### config.mk
export PLATFORM = sky130hd
export DESIGN_NAME = cam_px_gen
export DESIGN_NICKNAME = d
export VERILOG_FILES = /design/src/rtl/cam_pkg.sv /design/src/rtl/cam_pattern.sv /design/src/rtl/cam_px_gen.sv
export SDC_FILE = /design/constraint.sdc
export NUM_CORES = 1
export LEC_CHECK = 0
export ABC_AREA = 1
export ABC_CLOCK_PERIOD_IN_PS = 6240
export BUFFER_PORTS_ARGS = -buffer_cell sky130_fd_sc_hd__buf_2
export CAP_MARGIN = 30
export CORE_MARGIN = 5
export CORE_UTILIZATION = 45
export DETAILED_ROUTE_END_ITERATION = 10
export GPL_ROUTABILITY_DRIVEN = 0
export PLACE_DENSITY_LB_ADDON = 0.25
export SYNTH_ARGS = -nofsm -noshare
export SYNTH_HDL_FRONTEND = slang
export SYNTH_SLANG_ARGS = --single-unit
### constraint.sdc
create_clock -name pclk -period 6.24 [get_ports pclk]
set_clock_uncertainty 0.05 [all_clocks]
set_input_delay 1.248 -clock pclk [delete_from_list [all_inputs] [get_ports pclk]]
set_output_delay 1.248 -clock pclk [all_outputs]
set_load 0.01 [all_outputs]
### src/rtl/cam_pkg.sv
// Shared definitions for the camera source, capture and VGA blocks:
// frame geometry, RGB565 bar colours, FSM states and pattern codes.
package cam_pkg;

    localparam int CAM_H_PX    = 160;
    localparam int CAM_V_LINES = 120;

    localparam logic [15:0] RGB_WHITE   = 16'hFFFF;
    localparam logic [15:0] RGB_YELLOW  = 16'hFFE0;
    localparam logic [15:0] RGB_CYAN    = 16'h07FF;
    localparam logic [15:0] RGB_GREEN   = 16'h07E0;
    localparam logic [15:0] RGB_MAGENTA = 16'hF81F;
    localparam logic [15:0] RGB_RED     = 16'hF800;
    localparam logic [15:0] RGB_BLUE    = 16'h001F;
    localparam logic [15:0] RGB_BLACK   = 16'h0000;

    typedef enum logic [2:0] {
        ST_IDLE,
        ST_VSYNC,
        ST_VBP,
        ST_ACTIVE,
        ST_VFP
    } cam_state_t;

    typedef enum logic [1:0] {
        PAT_BARS,
        PAT_CHECKER,
        PAT_RAMP,
        PAT_SOLID
    } cam_pat_t;

    // Colour bars left to right.
    function automatic logic [15:0] bar_rgb(input logic [2:0] idx);
        case (idx)
            3'd0:    return RGB_WHITE;
            3'd1:    return RGB_YELLOW;
            3'd2:    return RGB_CYAN;
            3'd3:    return RGB_GREEN;
            3'd4:    return RGB_MAGENTA;
            3'd5:    return RGB_RED;
            3'd6:    return RGB_BLUE;
            default: return RGB_BLACK;
        endcase
    endfunction

endpackage

### src/rtl/cam_pattern.sv
// Combinational test-pattern generator: (x, y, pattern, scroll) -> RGB565.
// The scroll input and bar scrolling exist only when CAM_PX_GEN_SCROLL_EN is defined.
module cam_pattern
    import cam_pkg::*;
#(
    parameter  int H_PX    = CAM_H_PX,
    parameter  int V_LINES = CAM_V_LINES,
    localparam int XW      = $clog2(H_PX),
    localparam int YW      = $clog2(V_LINES)
) (
    input  logic [XW-1:0] x,
    input  logic [YW-1:0] y,
    input  logic [1:0]    pat,
`ifdef CAM_PX_GEN_SCROLL_EN
    input  logic [XW-1:0] scroll,
`endif
    output logic [15:0]   rgb
);

    localparam logic [XW-1:0] BAR_W = XW'(H_PX / 8);

    logic [XW-1:0] xs;
    logic [4:0]    ramp_r;

`ifdef CAM_PX_GEN_SCROLL_EN
    localparam logic [XW:0] H_PX_X = (XW+1)'(H_PX);
    logic [XW:0] x_sum;

    // Both operands are below H_PX, so one conditional subtract is the modulo.
    assign x_sum = {1'b0, x} + {1'b0, scroll};
    assign xs    = (x_sum >= H_PX_X) ? XW'(x_sum - H_PX_X) : x_sum[XW-1:0];
`else
    assign xs = x;
`endif

    assign ramp_r = 5'(x >> 3);

    always_comb begin
        // NOTE: rgb gets a default before the case so no latch is inferred.
        rgb = RGB_BLACK;
        case (pat)
            PAT_BARS:    rgb = bar_rgb(3'(xs / BAR_W));
            PAT_CHECKER: rgb = (x[3] ^ y[3]) ? RGB_WHITE : RGB_BLACK;
            PAT_RAMP:    rgb = {ramp_r, 6'(y), ~ramp_r};
            default:     rgb = RGB_GREEN;
        endcase
    end

endmodule

### src/rtl/cam_px_gen.sv
// Synthetic OV7670-style camera source: vsync/href framing and an RGB565 byte stream.
// Define CAM_PX_GEN_SCROLL_EN to scroll the bar pattern one pixel per frame.
module cam_px_gen
    import cam_pkg::*;
#(
    parameter int H_PX      = CAM_H_PX,
    parameter int V_LINES   = CAM_V_LINES,
    parameter int VS_LINES  = 3,
    parameter int VBP_LINES = 2,
    parameter int VFP_LINES = 2,
    parameter int H_BLANK   = 16
) (
    input  logic       pclk,
    input  logic       rst,
    input  logic       en,
    input  logic [1:0] pattern_sel,
    output logic       vsync,
    output logic       href,
    output logic [7:0] px_data,
    output logic       frame_done
);

    localparam int LINE_CYC = 2 * H_PX + H_BLANK;
    localparam int CW       = $clog2(LINE_CYC);
    localparam int LW       = $clog2(VS_LINES + VBP_LINES + V_LINES + VFP_LINES);
    localparam int XW       = $clog2(H_PX);
    localparam int YW       = $clog2(V_LINES);

    localparam logic [CW-1:0] COL_LAST = CW'(LINE_CYC - 1);
    localparam logic [CW-1:0] HREF_END = CW'(2 * H_PX);
    localparam logic [LW-1:0] VS_LAST  = LW'(VS_LINES - 1);
    localparam logic [LW-1:0] VBP_LAST = LW'(VBP_LINES - 1);
    localparam logic [LW-1:0] ACT_LAST = LW'(V_LINES - 1);
    localparam logic [LW-1:0] VFP_LAST = LW'(VFP_LINES - 1);

    cam_state_t    state_q, state_d;
    logic [CW-1:0] col_q, col_d;
    logic [LW-1:0] line_q, line_d;
    logic [LW-1:0] line_last;
    logic [1:0]    pat_q;
    logic          href_d;
    logic [15:0]   rgb;

    always_comb begin
        state_d   = state_q;
        col_d     = (col_q == COL_LAST) ? '0 : col_q + CW'(1);
        line_d    = line_q;
        line_last = '0;
        case (state_q)
            ST_VSYNC:  line_last = VS_LAST;
            ST_VBP:    line_last = VBP_LAST;
            ST_ACTIVE: line_last = ACT_LAST;
            ST_VFP:    line_last = VFP_LAST;
            default:   line_last = '0;
        endcase

        if (state_q == ST_IDLE) begin
            col_d  = '0;
            line_d = '0;
            if (en) state_d = ST_VSYNC;
        end else if (col_q == COL_LAST) begin
            if (line_q == line_last) begin
                line_d = '0;
                case (state_q)
                    ST_VSYNC:  state_d = ST_VBP;
                    ST_VBP:    state_d = ST_ACTIVE;
                    ST_ACTIVE: state_d = ST_VFP;
                    default:   state_d = en ? ST_VSYNC : ST_IDLE;
                endcase
            end else begin
                line_d = line_q + LW'(1);
            end
        end
    end

    // Outputs are registered from next-state values so they align with the state they describe.
    assign href_d = (state_d == ST_ACTIVE) && (col_d < HREF_END);

`ifdef CAM_PX_GEN_SCROLL_EN
    localparam logic [XW-1:0] X_LAST = XW'(H_PX - 1);
    logic [XW-1:0] scroll_q;

    always_ff @(posedge pclk or posedge rst) begin
        if (rst)             scroll_q <= '0;
        else if (frame_done) scroll_q <= (scroll_q == X_LAST) ? '0 : scroll_q + XW'(1);
    end
`endif

    cam_pattern #(
        .H_PX    (H_PX),
        .V_LINES (V_LINES)
    ) u_pattern (
        .x      (col_d[XW:1]),
        .y      (line_d[YW-1:0]),
        .pat    (pat_q),
`ifdef CAM_PX_GEN_SCROLL_EN
        .scroll (scroll_q),
`endif
        .rgb    (rgb)
    );

    always_ff @(posedge pclk or posedge rst) begin
        if (rst) begin
            state_q    <= ST_IDLE;
            col_q      <= '0;
            line_q     <= '0;
            pat_q      <= '0;
            vsync      <= 1'b0;
            href       <= 1'b0;
            px_data    <= 8'h00;
            frame_done <= 1'b0;
        end else begin
            // NOTE: non-blocking assignments so every register updates from pre-edge values.
            state_q    <= state_d;
            col_q      <= col_d;
            line_q     <= line_d;
            if (state_q != ST_VSYNC && state_d == ST_VSYNC) pat_q <= pattern_sel;
            vsync      <= (state_d == ST_VSYNC);
            href       <= href_d;
            px_data    <= !href_d ? 8'h00 : (col_d[0] ? rgb[7:0] : rgb[15:8]);
            frame_done <= (state_d == ST_VFP) && (col_d == COL_LAST) && (line_d == VFP_LAST);
        end
    end

endmodule

# Yosys cells after proc, flatten, opt, wreduce, memory -nomap -nowiden
# Cells that the tools add are included.
# Widths: inputs -> output; s select.
# totals
reg_bits,32
in_bits,5
# classes
add_sub_neg,2
n_div,1
n_lt_le_gt_ge,1
n_eq_ne,20
muxes,17
n_bitwise,2
reduce_logical,8
# op_table
op,n
$pmux 16 s7,1
$pmux 16 s3,1
$mux 7,3
$pmux 7 s3,1
$eq 9x9->1 const B,2
$mux 9,2
$mux 16,1
$mux 8,2
$eq 3x2->1 const B,5
$eq 3x3->1 const B,5
$mux 3,4
$add 9x1->9 const B,1
$eq 3x1->1 const B,3
$lt 9x9->1 const B,1
$pmux 3 s3,1
$div 8x5->8 const B,1
$add 7x1->7 const B,1
$eq 7x1->1 const B,1
$eq 7x7->1,1
$logic_not 3->1,2
$not 5->5,1
$logic_and 1x1->1,4
$ne 3x1->1 const B,1
$eq 2x1->1 const B,1
5 further kinds,5

# Logic depth before layout (Yosys ltp)
# Gate-level depths: netlist of run 1.
# depth
word_depth,12
mapped_depth,22
depth_no_buf,22

# Cells and area by module
# Synthesis of run 1 repeated with hierarchy kept, for this count alone.
# unflattened
cells_unflattened,338
area_unflattened_um2,2252.2
# by_module_without_submodules
module,instances,cells_per_inst,area_each_um2,seq_area_each_um2
cam_px_gen,1,256,1875.5,800.8
cam_pattern,1,82,376.6,0.0

# Worst setup path before layout of run 1
# Ideal clock, no wire load.
# synth_path
path_type,register to register
start,reg col_q[0]
end,reg px_data[0]
setup_ps,113
arrival_ps,2106
path_slack_ps,3971
stages_incl_launch_ff,22
period_less_slack_ps,2269
path_cell_list,dfrtp_1 ha_1 nand2_2 nor2_4 a21oi_1 nand2_2 nand2_1 nand2_2 nand2_4 nand3_2 nand2_2 nand2_2 nand2_1 nand3_1 nand2_1 nand2_1 nand2_1 nand2_1 nand2_2 nand3_1 nand2_1 inv_1
# synth_between
elab_chain_len,9
# synth_rtl
item,line_no,text
from (decl),cam_px_gen.sv:37,"logic [CW-1:0] col_q, col_d;"
from (signal assigned),cam_px_gen.sv:115,col_q <= col_d;
$add 9x1->9 / $eq 9x9->1 (equally long branches),"cam_px_gen.sv:46, cam_px_gen.sv:61",
$mux 9,cam_px_gen.sv:46,col_d = (col_q == COL_LAST) ? '0 : col_q + CW'(1);
$mux 9,cam_px_gen.sv:57,if (state_q == ST_IDLE) begin
$div 8x5->8,cam_pattern.sv:42,PAT_BARS: rgb = bar_rgb(3'(xs / BAR_W));
"$eq 3x3->1, or another cell as far along",cam_pkg.sv:34,case (idx)
$pmux 16 s7,cam_pkg.sv:34,
$pmux 16 s3,cam_pattern.sv:41,case (pat)
$mux 8,cam_px_gen.sv:120,px_data <= !href_d ? 8'h00 : (col_d[0] ? rgb[7:0] : rgb[15:8]);
$mux 8 *,cam_px_gen.sv:120,
to (signal assigned),cam_px_gen.sv:120,
to (decl),cam_px_gen.sv:19,"output logic [7:0] px_data,"
# Every way passes the cells marked *; elsewhere a longest branch is shown, timed or not.
# A chain may end at the register's enable or synchronous reset.

# Worst setup path in the final report of run 1
# layout_path
start,reg col_q[0]
end,reg px_data[6]
# layout_rtl
item,line_no,text
$eq 9x9->1,cam_px_gen.sv:61,end else if (col_q == COL_LAST) begin
$mux 3,cam_px_gen.sv:61,
$mux 3,cam_px_gen.sv:57,
named net state_d[1],cam_px_gen.sv:36,"cam_state_t state_q, state_d;"
$eq 3x2->1,cam_px_gen.sv:77,assign href_d = (state_d == ST_ACTIVE) && (col_d < HREF_END);
$logic_and 1x1->1,cam_px_gen.sv:77,
named net href_d,cam_px_gen.sv:41,logic href_d;
$mux 8,cam_px_gen.sv:120,
# The timed path passes the listed nets, and every way through them passes these cells.

==> run summary, run 1 <==
area growth from synthesis to layout -> 13.1%
Mapped Cells -> 296
post-CTS setup buffers -> 0
post-synthesis cell type count -> 32
hold path depth -> 2
count leader, synth -> nand2_1
layout cell share with drive strength beyond 1 -> 0.200
post-cts sizing count -> 0
Max-cap violations -> 0
CP max FO -> 7
measured slew at the worst slew-check pin -> 589 ps
FF-to-FF path depth -> 14
CTS sink cnt -> 32
Synth Flop Type -> dfrtp_1
# H-tree levels -> 2
Hold EP -> pat_q[1]
PnR Total Power -> 0.432 mW
Slew headroom -> 0.604
# fillers -> 466
PD cells -> 181 nW/µm²
top-area cell type share of the netlist area -> 0.379
setup ws final -> 3570 ps
fin crit share -> 0.427
Ys Warns -> 0
Crit. End Element -> register
# rows -> 25
Antenna Nets Post-Route -> 0
Hold Buf Count CTS -> 0
CP startpoint kind -> register
CTS Root Cell -> clkbuf_8
VDD IR max -> 0.165 mV
number of synthesized flops with an enable pin -> 0
routed vias/inst -> 5.29
Commonest cells post-synth -> nand2_1, inv_1, dfrtp_1
Req. time, crit path -> 6420 ps
Critical R2R Capture -> px_data[6]
initial antenna violation count -> 0
Clock Tree Buf Depth -> 2
crit path DAT -> 2840 ps
residual DRC count -> 0
Port Buffers -> 15
reg2reg setup slack -> 3570 ps
clk slew on worst S/H paths -> 60 ps
DR WL/cell -> 13.5 µm
Synth async-reset ratio -> 1.00
Slew Limit Fails -> 0
cell taking the most area after synthesis -> dfrtp_1
sequential area share after synthesis -> 0.379
grt total ovfl -> 0
Hold Startpoint -> pat_q[1]
final-stage net count -> 326
critical setup path kind -> reg -> reg
synthesized area -> 2110 µm²
CTS tree -> built
Initial Util -> 0.456
Routed WL -> 5.06 mm
post-DP HPWL -> 3.79 mm
RR Startpoint -> col_q[0]
Vias -> 1980
Hold Violations, Final -> 0
chip width -> 78.5 µm
slowest CP cell -> dfrtp_1
number of global-route vias before repair -> 1953
Die ar. -> 6170 µm²
largest net degree at the start of global routing -> 33
critical-path cell list -> ha_1, nand2_2, inv_2, nand2_1, nor4_2, inv_1, nor2_2, o21ai_0, a31oi_2, nand4_1, inv_2, o21ai_0, o21bai_1, inv_1
syn_nets -> 303
Die Y -> 78.5 µm
DR pass1 iterations -> 4
pre-CTS WS -> 3610 ps
maximum clock frequency -> 0.375 GHz
RSZ-0062 raised after global routing -> false
status -> finished clean
Syn Area/Cell -> 7.14 µm²
final setup violation count -> 0
All-Layer GR Usage -> 0.182
min Tclk post-route -> 2670 ps
synth top area cells -> dfrtp_1, nand2_1, inv_1
Antenna Diode Count -> 0
total negative slack -> 0 ps
Worst Hold Class -> reg -> reg
initial DRC count -> 147
clock buffer count from CTS -> 5
max incr delay on CP -> 370 ps
leak pwr -> 1.31 nW
core area -> 4630 µm²
io pins -> 16
Worst-Skew Late Latency -> 290 ps
Synth Register Bits -> 32
first-pass GRT wire length -> 8.83 mm
logic make-up (layout without fill, tap and decap cells):
family,after synthesis,count (layout),share of synthesized area
flip-flops,32,32,0.379
AND/OR/NAND/NOR,157,157,0.365
AO/OA/AOI/OAI,42,42,0.128
buffers and inverters,61,85,0.108
XOR/XNOR,2,2,0.00829
adder cells (fa/ha/maj),2,2,0.0118
worst max-delay path: cells and delay by family (launching register included):
kind / cells / cell delay [ps]
adder cells (fa/ha/maj): 1 / 190
AND/OR/NAND/NOR: 5 / 920
flip-flops: 1 / 370
buffers and inverters: 4 / 410
AO/OA/AOI/OAI: 4 / 670
final cells by class:
cell class	count	area (µm²)	share of cell area
inverters	61	229	0.0958
flip-flops and latches	32	801	0.335
multi-input cells	203	1080	0.453
well taps	54	67.6	0.0283
clock inverters	1	30.0	0.0126
clock buffers	7	96.3	0.0403
repair buffers	16	82.6	0.0346
stage by stage:
stage	instances	cell area, µm²	utilization	hold slack (ps)
floorplan	296	2110	-	451
global placement	366	2260	0.489	486
detailed placement	366	2260	0.489	499
CTS	374	2390	0.516	511
global route	374	2390	0.516	531
finish	374	2390	0.516	512
sequential cells by signal, indices dropped and copies added (netlist names):
register / flops
col_q: 9
frame_done: 1
href: 1
line_q: 7
pat_q: 2
px_data: 8
state_q: 3
vsync: 1
where the power goes:
group / internal (mW) / leakage (nW) / switching [mW]
Sequential: 0.207 / 0.417 / 0
Clock: 0.141 / 0.0645 / 0.0781
Combinational: 0.00145 / 0.824 / 0.00456
Total: 0.350 / 1.31 / 0.0827
worst max path at each step:
stage,from,endpoint,slack (ps)
2_1_floorplan,col_q[0],px_data[0],3970
3_3_place_gp,en,px_data[6],3580
3_5_place_dp,col_q[0],px_data[6],3610
4_1_cts,col_q[0],px_data[6],3580
5_1_grt,col_q[0],px_data[5],3330
6_report,col_q[0],px_data[6],3570
placed cells by master, fill, tap and decap left out, types with 2 or more instances in the layout:
cell / instances
a21oi_1: 17
ha_1: 2
a211oi_1: 3
inv_2: 12
nand3_1: 28
nor2_1: 26
nor2_4: 2
o211ai_1: 4
nand4_1: 7
o2111ai_1: 3
o21ai_0: 8
xor2_1: 2
nand2_4: 3
nand3_2: 4
nor2_2: 6
inv_1: 45
clkbuf_8: 7
dfrtp_1: 32
nor4_1: 4
buf_2: 15
nor3_1: 4
nand2_1: 61
nand2_2: 9
clkinv_1: 4
metal layers:
metal | wire length (µm) | global-route usage | part of all wire | vias to the layer above
li1 | - | - | - | 1005
met5 | 0 | 0 | 0 | -
met2 | 2450 | 0.301 | 0.48 | 40
met1 | 2290 | 0.231 | 0.45 | 927
met3 | 219 | 0.0401 | 0.043 | 8
met4 | 101 | 0.0682 | 0.020 | 0
(Power assumes the default switching activity.)
==> run 2: changes to the inputs <==
Settings changed: ABC_CLOCK_PERIOD_IN_PS 6240 to 2700.
Clock period 6.24 ns to 2.7 ns, I/O delays scaled along.
==> run 2 against run 1 <==
Combinational power up 130%. Total power up 130%. Final cell count up 3.5%. Critical path type unchanged. Critical endpoint is now px_data[2]. Highest routed layer unchanged.
==> run summary, run 2 (synthesis gave the netlist of run 1 again) <==
final setup violation count -> 0
area of the multi-input gates -> 1100 µm²
grt total ovfl -> 0
Slew headroom -> 0.624
PD cells -> 401 nW/µm²
Initial Util -> 0.456
post-layout util -> 0.542
first-pass GRT wire length -> 8.51 mm
routed vias/inst -> 5.13
max incr delay on CP -> 380 ps
leak pwr -> 1.39 nW
io pins -> 16
Critical R2R Capture -> px_data[2]
# H-tree levels -> 2
Antenna Nets Post-Route -> 0
Non-Filler Instances -> 387
setup ws final -> 211 ps
commonest non-fill, non-tap cell in the layout -> nand2_1
DR WL/cell -> 12.9 µm
worst path bufs/invs -> 3
largest net degree at the start of global routing -> 33
measured slew at the worst slew-check pin -> 559 ps
commonest cells after routing, fill and taps aside -> nand2_1, inv_1, dfrtp_1
slowest CP cell -> dfrtp_1
Clock Tree Buf Depth -> 2
Sequential Area -> 801 µm²
All-Layer GR Usage -> 0.174
Regs by FF count -> col_q: 9 flops, px_data: 8 flops, line_q: 7 flops
PnR Total Power -> 1.00 mW
FF-to-FF path depth -> 21
Die Y -> 78.5 µm
CP max FO -> 5
critical-path cell list -> ha_2, nand2_4, buf_4, nor3_1, nor2_1, nand2_2, inv_1, nand2_4, nand3_2, nand2_2, nand2_2, nand2_1, nand3_1, nand2_2, nand2_1, nand2_1, nand2_1, nand2_2, nand3_1, nand2_1, inv_1
initial DRC count -> 134
Port Buffers -> 15
Crit. End Element -> register
initial antenna violation count -> 0
area growth from synthesis to layout -> 18.7%
final-stage net count -> 339
# fillers -> 449
Hold Buf Count CTS -> 0
critical setup path kind -> reg -> reg
residual DRC count -> 0
Worst Hold Class -> in -> async
VDD IR max -> 0.238 mV
dpl cells -> 371
Req. time, crit path -> 2830 ps
total negative slack -> 0 ps
post-DP HPWL -> 3.68 mm
largest register by flop count -> col_q
chip width -> 78.5 µm
number of flip-flops under the largest register name -> 9
status -> finished clean
clk slew on worst S/H paths -> 70 ps
Crit path max-delay family -> simple AND/OR/NAND/NOR gates
min Tclk post-route -> 2490 ps
pre-CTS WS -> 136 ps
fin crit share -> 0.922
Slew Limit Fails -> 0
CTS Root Cell -> clkbuf_8
reg2reg setup slack -> 210 ps
CTS tree -> built
crit path DAT -> 2620 ps
maximum clock frequency -> 0.402 GHz
CP startpoint kind -> register
number of global-route vias before repair -> 1870
RR Startpoint -> col_q[0]
Worst-Skew Late Latency -> 280 ps
DR pass1 iterations -> 4
core area -> 4630 µm²
clock buffer count from CTS -> 5
Hold Violations, Final -> 0
layout cell share with drive strength beyond 1 -> 0.246
Max-cap violations -> 0
Antenna Diode Count -> 0
Die ar. -> 6170 µm²
CTS sink cnt -> 32
Vias -> 1984
# rows -> 25
Routed WL -> 4.97 mm
[run 2: cell type report]
cell class                      count  share of cell area
Clock buffer                        7              0.0384
Clock inverter                      1              0.0120
Inverter                           61              0.0913
Multi-Input combinational cell    203               0.440
Sequential cell                    32               0.319
Tap cell                           54              0.0269
Timing Repair Buffer               29              0.0718
[run 2: per-layer routing]
layer	routed length, µm	track usage	vias to the layer above
met5	0	0	-
li1	-	-	1027
met3	177	0.0310	10
met2	2380	0.280	49
met4	115	0.0822	0
met1	2300	0.226	898
[run 2: metrics by stage]
stage / hold slack, ps / area (µm²)
3_3_place_gp: 458 / 2300
4_1_cts: 293 / 2430
6_report: 279 / 2510
2_1_floorplan: 451 / 2110
5_1_grt: 326 / 2510
3_5_place_dp: 470 / 2300
[run 2: repair_timing]
item	4_1_cts	5_1_grt
setup endpoints to repair	0	5
endpoints found under the hold margin	0	0
resized for setup	0	6
buffers inserted	0	8
[run 2: power by group]
| part | switching (mW) | internal, mW | total (mW) |
|---|---|---|---|
| Sequential | 0 | 0.479 | 0.479 |
| Clock | 0.186 | 0.326 | 0.512 |
| Combinational | 0.0106 | 0.00335 | 0.0139 |
[run 2: worst max path at each step]
stage                        start    endpoint  slack, ps  depth (start not counted)
after floorplan           col_q[0]  px_data[0]        430                         21
after global placement    col_q[0]  px_data[2]        180                         21
after detailed placement  col_q[0]  px_data[2]        140                         21
after CTS                 col_q[0]  px_data[2]        120                         21
after global routing      col_q[0]  px_data[3]        -20                         13
final                     col_q[0]  px_data[2]        210                         21
[run 2: worst reg2reg max path: cells and delay by family, from the launching register on]
family	cells	cell delay [ps]
AND/OR/NAND/NOR	17	1460
flip-flops	1	380
buffers and inverters	3	290
adder cells (fa/ha/maj)	1	220
